## config.mk

```make
export PLATFORM = sky130hd
export DESIGN_NAME = hazard_scoreboard
export DESIGN_NICKNAME = d
export VERILOG_FILES = /design/src/rtl/hazard_scoreboard.sv
export SDC_FILE = /design/constraint.sdc
export NUM_CORES = 1
export LEC_CHECK = 0
export ABC_AREA = 0
export CAP_MARGIN = 40
export CORE_MARGIN = 2
export CORE_UTILIZATION = 51
export CTS_CLUSTER_DIAMETER = 50
export CTS_CLUSTER_SIZE = 40
export DETAILED_ROUTE_END_ITERATION = 8
export PLACE_DENSITY = 0.95
export SLEW_MARGIN = 40
export SYNTH_ARGS = -nofsm -noshare
export SYNTH_HDL_FRONTEND = slang
export SYNTH_SLANG_ARGS = --single-unit
```

## constraint.sdc

```tcl
create_clock -name clk -period 8.9 [get_ports clk]
set_clock_uncertainty 0.15 [all_clocks]
set_input_delay 2.67 -clock clk [delete_from_list [all_inputs] [get_ports clk]]
set_output_delay 2.67 -clock clk [all_outputs]
set_load 0.02 [all_outputs]
```

## src/rtl/hazard_scoreboard.sv

```systemverilog
// Hazard unit for the 5-stage RV32I pipeline: M/W forwarding, load-use stall, branch flush,
// plus a per-register pending scoreboard for out-of-band long-latency writebacks.
module hazard_scoreboard #(
   parameter int REG_AW = 5,
   parameter int CNT_W  = 32
) (
   input  logic                   clk,
   input  logic                   reset,
   input  logic [REG_AW-1:0]      Rs1D,
   input  logic [REG_AW-1:0]      Rs2D,
   input  logic [REG_AW-1:0]      RdD,
   input  logic                   LongD,
   input  logic [REG_AW-1:0]      Rs1E,
   input  logic [REG_AW-1:0]      Rs2E,
   input  logic [REG_AW-1:0]      RdE,
   input  logic                   LongE,
   input  logic                   ResultSrcE_zero,
   input  logic                   PCSrcE,
   input  logic [REG_AW-1:0]      RdM,
   input  logic                   RegWriteM,
   input  logic [REG_AW-1:0]      RdW,
   input  logic                   RegWriteW,
   input  logic                   long_ready,
   input  logic                   long_wb_valid,
   input  logic [REG_AW-1:0]      long_wb_rd,
   output logic                   StallF,
   output logic                   StallD,
   output logic                   FlushD,
   output logic                   FlushE,
   output logic [1:0]             ForwardAE,
   output logic [1:0]             ForwardBE,
   output logic [2**REG_AW-1:0]   pending,
   output logic [CNT_W-1:0]       stall_cycles
);

   logic                 lw_stall;
   logic                 raw_stall;
   logic                 waw_stall;
   logic                 str_stall;
   logic                 stall;
   logic                 set_en;
   logic [2**REG_AW-1:0] pending_nxt;

   // M has the younger result, so it wins over W.
   function automatic logic [1:0] fwd_sel(input logic [REG_AW-1:0] rs,
                                          input logic [REG_AW-1:0] rd_m,
                                          input logic              we_m,
                                          input logic [REG_AW-1:0] rd_w,
                                          input logic              we_w);
      logic [1:0] sel;
      sel = 2'b00;
      if (rs != '0) begin
         if (we_m && rd_m == rs)
            sel = 2'b10;
         else if (we_w && rd_w == rs)
            sel = 2'b01;
      end
      return sel;
   endfunction

   assign lw_stall  = ResultSrcE_zero && (RdE != '0) && ((RdE == Rs1D) || (RdE == Rs2D));
   assign raw_stall = pending[Rs1D] || pending[Rs2D];
   assign waw_stall = LongD && (RdD != '0) && pending[RdD];
   assign str_stall = LongD && !long_ready;
   assign stall     = lw_stall | raw_stall | waw_stall | str_stall;

   always_comb begin
      StallF    = 1'b0;
      StallD    = 1'b0;
      FlushD    = 1'b0;
      FlushE    = 1'b0;
      ForwardAE = 2'b00;
      ForwardBE = 2'b00;
      if (reset) begin
         FlushD = 1'b1;
         FlushE = 1'b1;
      end else begin
         ForwardAE = fwd_sel(Rs1E, RdM, RegWriteM, RdW, RegWriteW);
         ForwardBE = fwd_sel(Rs2E, RdM, RegWriteM, RdW, RegWriteW);
         if (PCSrcE) begin
            // Wrong-path Decode instruction is discarded, so there is nothing to hold.
            FlushD = 1'b1;
            FlushE = 1'b1;
         end else begin
            StallF = stall;
            StallD = stall;
            FlushE = stall;
         end
      end
   end

   assign set_en = LongE && (RdE != '0) && !FlushE;

   // Clear first, then set, so a same-cycle set on the same register wins.
   always_comb begin
      pending_nxt = pending;
      if (long_wb_valid)
         pending_nxt[long_wb_rd] = 1'b0;
      if (set_en)
         pending_nxt[RdE] = 1'b1;
      pending_nxt[0] = 1'b0;
   end

   always_ff @(posedge clk or posedge reset) begin
      if (reset) begin
         pending      <= '0;
         stall_cycles <= '0;
      end else begin
         pending <= pending_nxt;
         if (StallD && (stall_cycles != {CNT_W{1'b1}}))
            stall_cycles <= stall_cycles + CNT_W'(1);
      end
   end

endmodule

```

==> results of run 1 <==
## cells by family after synthesis
kind of cell | after synthesis | synth area share, %
simple gates | 144 | 20.2
mux | 31 | 13.4
flops | 63 | 37.8
compound gates | 82 | 11.6
xor+xnor | 61 | 12.8
buf+inv | 33 | 3.81
fa+ha+maj | 1 | 0.300
other cells | 1 | 0.0899
## state kept, by name (all words and copies together), names as in the netlist
signal / count
stall_cycles: 32
pending: 31
## layer usage
metal	global-route usage, %	up-vias	routed length, um	share of wire [%]
met5	0	-	0	0
met4	12.0	0	348	2.7
met3	5.75	40	1320	10
met2	50.1	265	6210	48
met1	39.2	1965	5050	39
li1	-	1782	-	-
## through the flow
step / utilization, % / setup WS [ns] / cells / total power [mW]
floorplan: - / 1.39 / 416 / 0.480
detailed placement: 70.4 / 0.399 / 628 / 0.603
global route: 73.6 / 0.115 / 644 / 0.931
global placement: 70.2 / 0.448 / 628 / 0.595
finish: 73.6 / 0.350 / 644 / 0.895
CTS: 73.5 / 0.388 / 644 / 0.895
## placed cells by master (no fill, tap or decap), drive strengths merged, types with 9 or more instances in the layout
cell type      count
nor2              15
nand2             21
nand3b            10
xnor2             25
o31ai              9
o21ai             54
clkdlybuf4s50    125
inv               12
clkbuf            12
xor2              36
nor3              14
nand3             19
dfrtp             63
nor4              15
mux4              19
## final cells by class
class,instances,area (um^2)
clock buffers,12,165
fillers,548,2060
clock inverters,4,76.3
well taps,102,128
multi-input cells,320,2450
inverters,12,45.0
flip-flops and latches,63,1580
repair buffers,131,1300
## how the worst min path moves through the flow
| stage | cells past startpoint | to | slack, ns | from |
|---|---|---|---|---|
| 2_1_floorplan | 1 | stall_cycles[20] | 0.44 | stall_cycles[20] |
| 3_3_place_gp | 1 | stall_cycles[20] | 0.32 | stall_cycles[20] |
| 3_5_place_dp | 1 | stall_cycles[26] | 0.33 | stall_cycles[26] |
| 4_1_cts | 1 | stall_cycles[26] | 0.34 | stall_cycles[26] |
| 5_1_grt | 1 | stall_cycles[26] | 0.37 | stall_cycles[26] |
| 6_report | 1 | stall_cycles[26] | 0.34 | stall_cycles[26] |
## power breakdown
group	switching, mW	internal [mW]
registers	0.0425	0.315
clock network	0.113	0.181
logic	0.118	0.126
total	0.274	0.622
==> insert_results.sql, run 1 <==
INSERT INTO impl_metrics (metric_group, metric, value, unit) VALUES
('status', 'outcome', 'completed', ''),
('timing', 'timing.final.max_slew_violations', '0', ''),
('yosys', 'synth.top_cells.by_count', 'sky130_fd_sc_hd__dfrtp_1, sky130_fd_sc_hd__xor2_1, sky130_fd_sc_hd__o21ai_0', ''),
('placed_design', 'placed_cell_area', '0.00550', 'mm^2'),
('route', 'drtAntennaViolNets', '0', ''),
('clock_tree', 'clk_root_buffer_cell', 'sky130_fd_sc_hd__clkbuf_8', ''),
('route', 'drt_wl_total', '12900', 'um'),
('critical_path', 'startpoint_type', 'input pin', ''),
('timing', 'tns', '0', 'ns'),
('yosys', 'yosysWarningCount', '0', ''),
('critical_path', 'worstPathCellList', 'clkdlybuf4s50_1 > mux4_2 > a22oi_1 > o31ai_1 > a31oi_1 > nand4_1 > nor2_2 > inv_2 > clkdlybuf4s50_1', ''),
('route', 'route.vias.total', '4052', ''),
('yosys', 'top_cells_by_area_in_the_synthesized_netlist', 'sky130_fd_sc_hd__dfrtp_1, sky130_fd_sc_hd__mux4_2, sky130_fd_sc_hd__xor2_1, sky130_fd_sc_hd__xnor2_1, sky130_fd_sc_hd__o21ai_0', ''),
('grt', 'grt_remaining_overflow', '0', ''),
('final_layout', 'post_route_cells_drive_above_1_share', '10.9', '%'),
('route', 'drt_iter0_drc', '451', ''),
('yosys', 'yosysMostFrequentCell', 'sky130_fd_sc_hd__dfrtp_1', ''),
('critical_path', 'worst-setup-path-type', 'input pin to primary output', ''),
('grt', 'grt_pass1_wl', '20500', 'um'),
('clock_tree', 'clk_latency', '0.35', 'ns'),
('critical_path', 'cp_max_delay_cell', 'sky130_fd_sc_hd__clkdlybuf4s50_1', ''),
('die', 'design.core.area', '0.00781', 'mm^2'),
('final_layout', 'finish.instance_area', '0.00574', 'mm^2'),
('critical_path', 'critPathLaunch', 'RdD[1]', ''),
('yosys', 'synth_top_flop_cell', 'sky130_fd_sc_hd__dfrtp_1', ''),
('clock_tree', 'cts_tree', 'done', ''),
('critical_path', 'cp_data_required_time', '6.08', 'ns'),
('clock_tree', 'clkSlewWorstSetupHoldPaths', '0.07', 'ns'),
('critical_path', 'worst_r2r_endpoint', 'stall_cycles[1]', ''),
('power_and_ir_drop', 'max-vdd-ir-drop', '0.148', 'mV'),
('final_layout', 'final_nets', '593', ''),
('clock_tree', 'cts-root-to-sink-buffers', '2', ''),
('yosys', 'post_synth_inst_count', '416', ''),
('critical_path', 'critical_path.max_fanout', '9', ''),
('critical_path', 'worstSetupEndpointType', 'primary output', ''),
('timing', 'fmax', '0.117', 'GHz'),
('final_layout', 'insertedDiodeCount', '0', ''),
('die', 'die_height', '94.4', 'um'),
('die', 'placementRows', '32', ''),
('die', 'floorplan.initialDensity', '53.4', '%'),
('critical_path', 'timing.critical_path.max_delay_family', 'buffers and inverters', ''),
('critical_path', 'arrival_time_of_the_worst_setup_path', '5.73', 'ns'),
('timing', 'final_min_period_over_clock_period', '96.1', '%'),
('clock_tree', 'post-cts-setup-buffers', '0', ''),
('route', 'drc_violations_left', '0', ''),
('critical_path', 'worstSetupPathDepth', '9', ''),
('placed_design', 'gp_routability_congestion', '0.929', ''),
('placed_design', 'port_buffers', '125', ''),
('clock_tree', 'clock_sinks', '63', ''),
('final_layout', 'synthToLayoutAreaGrowth', '37.7', '%'),
('power_and_ir_drop', 'powerDensity', '156', 'mW/mm^2'),
('critical_path', 'crit_path_end', 'FlushE', ''),
('yosys', 'syn_avg_cell_area', '10.0', 'um^2'),
('grt', 'grt_antenna_before_repair', '0', ''),
('yosys', 'postSynthNetCount', '472', ''),
('power_and_ir_drop', 'power.leakage', '2.32', 'nW'),
('grt', 'grt_pass1_vias', '3994', ''),
('critical_path', 'worst_r2r_startpoint', 'pending[27]', ''),
('clock_tree', 'tritoncts.num_buffers', '9', ''),
('timing', 'measured_slew_at_the_worst_slew_check_pin', '0.677', 'ns'),
('die', 'top_level_ports', '127', ''),
('yosys', 'synth.ff_latch_count', '63', ''),
('worst_hold_path', 'min-delay-path-class', 'flop to flop', ''),
('yosys', 'synthDistinctLibCells', '52', ''),
('die', 'die_width', '94.4', 'um'),
('critical_path', 'r2r_setup_slack', '5.94', 'ns'),
('yosys', 'synth-edff-count', '0', ''),
('run', 'max_cap_violations', '0', ''),
('die', 'die-area', '0.00892', 'mm^2'),
('timing', 'rsz0062_at_grt', 'no', ''),
('critical_path', 'timing.critical_path.buf_inv', '3', '');
Power figures use the tool's default switching activity.
==> inputs of run 2 (changes only) <==
--- a/config.mk
+++ b/config.mk
@@ -5,14 +5,13 @@
 export SDC_FILE = /design/constraint.sdc
 export NUM_CORES = 1
 export LEC_CHECK = 0
-export ABC_AREA = 0
 export CAP_MARGIN = 40
-export CORE_MARGIN = 2
 export CORE_UTILIZATION = 51
 export CTS_CLUSTER_DIAMETER = 50
 export CTS_CLUSTER_SIZE = 40
 export DETAILED_ROUTE_END_ITERATION = 8
 export PLACE_DENSITY = 0.95
+export SETUP_SLACK_MARGIN = 0.2
 export SLEW_MARGIN = 40
 export SYNTH_ARGS = -nofsm -noshare
 export SYNTH_HDL_FRONTEND = slang
==> insert_results.sql, run 2 (synthesized netlist as in run 1, its figures left out) <==
INSERT INTO impl_metrics (metric_group, metric, value, unit) VALUES
('worst_hold_path', 'worstHoldStart', 'stall_cycles[8]', ''),
('clock_tree', 'cts-root-to-sink-buffers', '2', ''),
('timing', 'rsz0062_at_grt', 'no', ''),
('die', 'placementRows', '32', ''),
('final_layout', 'area.sequential', '0.00158', 'mm^2'),
('worst_hold_path', 'min-delay-path-class', 'flop to flop', ''),
('timing', 'final_hold_viol_count', '0', ''),
('clock_tree', 'cts_tree', 'done', ''),
('run', 'max_cap_violations', '0', ''),
('critical_path', 'r2r_setup_slack', '5.84', 'ns'),
('critical_path', 'worstSetupEndpointType', 'primary output', ''),
('clock_tree', 'clkSlewWorstSetupHoldPaths', '0.07', 'ns'),
('power_and_ir_drop', 'power.leakage', '2.32', 'nW'),
('die', 'die_width', '92.4', 'um'),
('critical_path', 'arrival_time_of_the_worst_setup_path', '5.71', 'ns'),
('timing', 'min_period', '8.53', 'ns'),
('grt', 'grt_remaining_overflow', '0', ''),
('final_layout', 'largest_register', 'stall_cycles', ''),
('final_layout', 'post_route_cells_drive_above_1_share', '10.7', '%'),
('critical_path', 'startpoint_type', 'input pin', ''),
('grt', 'grt_pass1_wl', '20300', 'um'),
('final_layout', 'largest_register_ff_count', '32', ''),
('placed_design', 'place.detailed.hpwl', '9530', 'um'),
('route', 'drc_violations_left', '0', ''),
('clock_tree', 'cts_htree_levels', '3', ''),
('clock_tree', 'clk_root_buffer_cell', 'sky130_fd_sc_hd__clkbuf_8', ''),
('clock_tree', 'cts_hold_buf', '0', ''),
('critical_path', 'cp_data_required_time', '6.08', 'ns'),
('power_and_ir_drop', 'powerDensity', '149', 'mW/mm^2'),
('final_layout', 'multi_input_comb_area', '0.00245', 'mm^2'),
('critical_path', 'worst_r2r_startpoint', 'pending[31]', ''),
('route', 'route.vias.total', '4104', ''),
('timing', 'slew-limit-headroom', '55.7', '%'),
('final_layout', 'final_nets', '592', ''),
('clock_tree', 'clk_latency', '0.34', 'ns'),
('die', 'top_level_ports', '127', ''),
('die', 'die_height', '92.4', 'um'),
('route', 'drt_wl_total', '12900', 'um'),
('route', 'detail_route.first_pass.iterations', '5', ''),
('power_and_ir_drop', 'max-vdd-ir-drop', '0.139', 'mV'),
('final_layout', 'layout.cells.most_common', 'sky130_fd_sc_hd__clkdlybuf4s50_1', ''),
('timing', 'tns', '0', 'ns'),
('placed_design', 'port_buffers', '125', ''),
('status', 'outcome', 'completed', ''),
('worst_hold_path', 'hold_end', 'stall_cycles[8]', ''),
('timing', 'timing.final.max_slew_violations', '0', ''),
('grt', 'grt_antenna_before_repair', '0', ''),
('timing', 'fmax', '0.117', 'GHz'),
('timing', 'finalSetupViolCount', '0', ''),
('final_layout', 'layout.cells.most_common_list', 'sky130_fd_sc_hd__clkdlybuf4s50_1, sky130_fd_sc_hd__dfrtp_1, sky130_fd_sc_hd__xor2_1', ''),
('final_layout', 'synthToLayoutAreaGrowth', '36.5', '%'),
('route', 'drt_iter0_drc', '498', ''),
('clock_tree', 'tritoncts.num_buffers', '9', ''),
('final_layout', 'reg_top3', 'stall_cycles (32), pending (31)', ''),
('grt', 'globalRouteTotalUtil', '30.9', '%'),
('timing', 'final_min_period_over_clock_period', '95.9', '%'),
('die', 'die-area', '0.00855', 'mm^2'),
('route', 'drt-wirelength-per-cell', '20.0', 'um'),
('route', 'vias_per_cell', '6.38', ''),
('critical_path', 'worst-setup-path-type', 'input pin to primary output', ''),
('critical_path', 'critical_path.max_fanout', '9', ''),
('worst_hold_path', 'hold-path-cell-count', '1', ''),
('timing', 'measured_slew_at_the_worst_slew_check_pin', '0.662', 'ns'),
('die', 'design.core.area', '0.00781', 'mm^2'),
('critical_path', 'worst_r2r_endpoint', 'stall_cycles[1]', ''),
('critical_path', 'r2r.worst_path.cells', '8', ''),
('clock_tree', 'clock_sinks', '63', ''),
('final_layout', 'insertedDiodeCount', '0', ''),
('final_layout', 'number_of_filler_instances_in_the_final_layout', '557', ''),
('power_and_ir_drop', 'power.total', '0.849', 'mW'),
('grt', 'pin_count_of_the_biggest_net_entering_global_routing', '49', ''),
('route', 'drtAntennaViolNets', '0', ''),
('final_layout', 'post-route-util', '72.9', '%'),
('die', 'floorplan.initialDensity', '53.4', '%'),
('placed_design', 'gp_routability_congestion', '0.948', ''),
('grt', 'grt_pass1_vias', '4012', '');
[run 2: metrics by stage]
step / instance area [um^2] / hold slack [ns] / instances / setup WS [ns]
after global placement: 5470 / 0.320 / 627 / 0.434
after floorplan: 4170 / 0.439 / 416 / 1.39
after global routing: 5700 / 0.358 / 643 / 0.217
final: 5700 / 0.338 / 643 / 0.365
after detailed placement: 5490 / 0.326 / 627 / 0.364
after CTS: 5690 / 0.342 / 643 / 0.345
[run 2: worst max path at each step]
stage / start / end
final: Rs2D[0] / FlushE
after detailed placement: Rs1D[1] / FlushE
after global routing: Rs2D[0] / FlushE
after CTS: Rs1D[1] / FlushE
after global placement: Rs1D[1] / FlushE
after floorplan: Rs2D[0] / StallF
[run 2: power breakdown]
part	switching [mW]	total [mW]	internal, mW
combinational	0.119	0.244	0.125
clock	0.119	0.248	0.130
sequential	0.0427	0.357	0.315
[run 2: metal layers]
metal	global-route usage, %	up-vias	share of wire (%)
met5	0	-	0
met4	12.5	0	2.4
met3	6.57	30	11
met1	39.3	1983	39
li1	-	1786	-
met2	51.2	305	48
[run 2: area by class of cell]
| class | instances | share of cell area (%) |
|---|---|---|
| timing repair buffer | 130 | 22.8 |
| clock buffer | 9 | 2.17 |
| sequential | 63 | 27.7 |
| inverter | 12 | 0.791 |
| clock inverter | 7 | 1.27 |
| multi-input combinational | 320 | 43.1 |
| tap | 102 | 2.24 |
[run 2: timing repair]
| action | CTS | global route |
|---|---|---|
| buffers inserted | 0 | 0 |
| endpoints found under the hold margin | 0 | 0 |
| resized for setup | 0 | 3 |
| endpoints found under the setup margin | 0 | 1 |
[run 2: worst max-delay path: stages]
cell and delay (ns):
sky130_fd_sc_hd__clkdlybuf4s50_1 0.63, sky130_fd_sc_hd__mux4_2 0.54, sky130_fd_sc_hd__mux4_2 0.49, sky130_fd_sc_hd__a21oi_1 0.15, sky130_fd_sc_hd__nand4_1 0.24, sky130_fd_sc_hd__nor2_2 0.28
sky130_fd_sc_hd__inv_2 0.14, sky130_fd_sc_hd__clkdlybuf4s50_1 0.56
==> inputs of run 3 (changes only) <==
--- a/config.mk
+++ b/config.mk
@@ -12,7 +12,7 @@
 export DETAILED_ROUTE_END_ITERATION = 8
 export PLACE_DENSITY = 0.95
 export SETUP_SLACK_MARGIN = 0.2
-export SLEW_MARGIN = 40
+export SLEW_MARGIN = 15
 export SYNTH_ARGS = -nofsm -noshare
 export SYNTH_HDL_FRONTEND = slang
 export SYNTH_SLANG_ARGS = --single-unit
==> insert_results.sql, run 3 (synthesized netlist as in run 1, its figures left out) <==
INSERT INTO impl_metrics (metric_group, metric, value, unit) VALUES
('status', 'outcome', 'completed', ''),
('critical_path', 'worstPathCellList', 'clkdlybuf4s50_1 > mux4_2 > a22oi_1 > a311oi_1 > a31oi_1 > nand4_1 > nor2_2 > inv_2 > clkdlybuf4s50_1', ''),
('clock_tree', 'post-cts-setup-buffers', '0', ''),
('timing', 'min_period', '8.55', 'ns'),
('timing', 'measured_slew_at_the_worst_slew_check_pin', '0.599', 'ns'),
('worst_hold_path', 'min-delay-path-class', 'flop to flop', ''),
('grt', 'grt_remaining_overflow', '0', ''),
('timing', 'rsz0062_at_grt', 'no', ''),
('grt', 'grt_pass1_vias', '4018', ''),
('final_layout', 'largest_register_ff_count', '32', ''),
('power_and_ir_drop', 'power.leakage', '2.30', 'nW'),
('critical_path', 'worst_path_most_repeated_cell', 'sky130_fd_sc_hd__clkdlybuf4s50_1', ''),
('die', 'top_level_ports', '127', ''),
('clock_tree', 'tritoncts.num_buffers', '9', ''),
('power_and_ir_drop', 'max-vdd-ir-drop', '0.136', 'mV'),
('final_layout', 'layout.cells.most_common_list', 'sky130_fd_sc_hd__clkdlybuf4s50_1, sky130_fd_sc_hd__dfrtp_1, sky130_fd_sc_hd__xor2_1', ''),
('route', 'drc_violations_left', '0', ''),
('timing', 'slew-limit-headroom', '60.1', '%'),
('timing', 'final_min_period_over_clock_period', '96.0', '%'),
('route', 'drt-wirelength-per-cell', '19.9', 'um'),
('power_and_ir_drop', 'switchingPower', '0.282', 'mW'),
('final_layout', 'insertedDiodeCount', '0', ''),
('final_layout', 'final_nets', '594', ''),
('die', 'die-area', '0.00855', 'mm^2'),
('power_and_ir_drop', 'power.share.combinational', '29.3', '%'),
('timing', 'timing.final.max_slew_violations', '0', ''),
('grt', 'globalRouteTotalUtil', '31.1', '%'),
('critical_path', 'cp_slowest_stage_delay', '0.78', 'ns'),
('grt', 'grt_pass1_wl', '20500', 'um'),
('final_layout', 'synthToLayoutAreaGrowth', '36.1', '%'),
('critical_path', 'worst_r2r_startpoint', 'pending[30]', ''),
('grt', 'pin_count_of_the_biggest_net_entering_global_routing', '49', ''),
('critical_path', 'arrival_time_of_the_worst_setup_path', '5.73', 'ns'),
('critical_path', 'cp_data_required_time', '6.08', 'ns'),
('final_layout', 'post_route_cells_drive_above_1_share', '11.0', '%'),
('power_and_ir_drop', 'sequentialPowerShare', '43.0', '%'),
('clock_tree', 'clock_sinks', '63', ''),
('power_and_ir_drop', 'pwr-share-clk', '27.7', '%'),
('clock_tree', 'clk_latency', '0.34', 'ns'),
('die', 'placementRows', '32', ''),
('route', 'route.vias.total', '4058', ''),
('power_and_ir_drop', 'powerDensity', '146', 'mW/mm^2'),
('placed_design', 'port_buffers', '125', ''),
('final_layout', 'layout.cells.most_common', 'sky130_fd_sc_hd__clkdlybuf4s50_1', ''),
('die', 'die_height', '92.4', 'um'),
('timing', 'final_hold_viol_count', '0', ''),
('timing', 'finalSetupViolCount', '0', ''),
('worst_hold_path', 'worstHoldStart', 'stall_cycles[8]', ''),
('final_layout', 'reg_top3', 'stall_cycles (32), pending (31)', ''),
('clock_tree', 'cts_htree_levels', '3', ''),
('critical_path', 'worstSetupEndpointType', 'primary output', ''),
('power_and_ir_drop', 'netSwitchingFraction', '33.9', '%'),
('critical_path', 'critical_path.max_fanout', '9', ''),
('final_layout', 'post-route-util', '72.7', '%'),
('route', 'vias_per_cell', '6.29', ''),
('critical_path', 'worst-setup-path-type', 'input pin to primary output', ''),
('timing', 'fmax', '0.117', 'GHz'),
('grt', 'grt_antenna_before_repair', '0', ''),
('clock_tree', 'cts_tree', 'done', ''),
('clock_tree', 'clk_root_buffer_cell', 'sky130_fd_sc_hd__clkbuf_8', ''),
('placed_design', 'place.detailed.hpwl', '9390', 'um'),
('critical_path', 'critPathLaunch', 'RdD[0]', ''),
('die', 'die_width', '92.4', 'um'),
('run', 'max_cap_violations', '0', ''),
('timing', 'tns', '0', 'ns'),
('die', 'floorplan.initialDensity', '53.4', '%'),
('route', 'drt_wl_total', '12800', 'um'),
('die', 'design.core.area', '0.00781', 'mm^2'),
('critical_path', 'startpoint_type', 'input pin', ''),
('placed_design', 'gp_routability_congestion', '0.948', ''),
('route', 'drt_iter0_drc', '375', ''),
('clock_tree', 'cts-root-to-sink-buffers', '2', ''),
('power_and_ir_drop', 'p_int', '0.549', 'mW'),
('final_layout', 'largest_register', 'stall_cycles', ''),
('route', 'detail_route.first_pass.iterations', '5', ''),
('critical_path', 'cp_max_delay_cell', 'sky130_fd_sc_hd__clkdlybuf4s50_1', ''),
('route', 'drtAntennaViolNets', '0', ''),
('clock_tree', 'clkSlewWorstSetupHoldPaths', '0.07', 'ns');
run 3: final timing paths:
check / endpoint / slack, ns / cells past startpoint
min: stall_cycles[8] / 0.34 / 1
max reg2reg: stall_cycles[1] / 5.88 / 8
min reg2reg: stall_cycles[8] / 0.34 / 1
max: FlushE / 0.35 / 9
max in group asynchronous: stall_cycles[12] / 5.06 / 3
min in group asynchronous: pending[11] / 2.63 / 2
run 3: metal layers:
metal | GRT usage (%) | vias to the layer above | wire length, um
met3 | 8.05 | 39 | 1390
met4 | 12.9 | 0 | 363
met5 | 0 | - | 0
met2 | 50.7 | 261 | 6040
li1 | - | 1787 | -
met1 | 39.3 | 1971 | 5040
run 3: layout make-up:
class | instances | area (um^2)
Clock buffer | 10 | 138
Clock inverter | 6 | 42.5
Fill cell | 570 | 2130
Inverter | 12 | 45.0
Multi-Input combinational cell | 320 | 2440
Sequential cell | 63 | 1580
Tap cell | 102 | 128
Timing Repair Buffer | 132 | 1310
run 3: repair_timing:
item,4_1_cts,5_1_grt
setup endpoints to repair,0,1
gates resized for setup,0,2
hold buffers,0,0
run 3: through the flow:
stage | hold slack (ns) | cell area [um^2] | setup WS (ns) | std cells | power [mW]
CTS | 0.343 | 5670 | 0.324 | 645 | 0.830
finish | 0.342 | 5680 | 0.354 | 645 | 0.831
detailed placement | 0.327 | 5490 | 0.331 | 629 | 0.601
global placement | 0.320 | 5470 | 0.434 | 627 | 0.594
floorplan | 0.439 | 4170 | 1.39 | 416 | 0.480
global route | 0.361 | 5680 | 0.211 | 645 | 0.865
run 3: power groups by stage:
stage               Clock, mW  Sequential (mW)  Combinational (mW)
detailed placement          0            0.360               0.241
global route            0.245            0.360               0.260
floorplan                   0            0.382              0.0975
finish                  0.230            0.357               0.243
global placement            0            0.358               0.236
CTS                     0.231            0.355               0.243
run 3: worst max-delay path, delay by kind of cell:
| family | cells | cell delay (ns) |
|---|---|---|
| buffers and inverters | 3 | 1.48 |
| AOI/OAI and AO/OA | 3 | 0.47 |
| and+or+nand+nor | 2 | 0.53 |
| muxes | 1 | 0.56 |
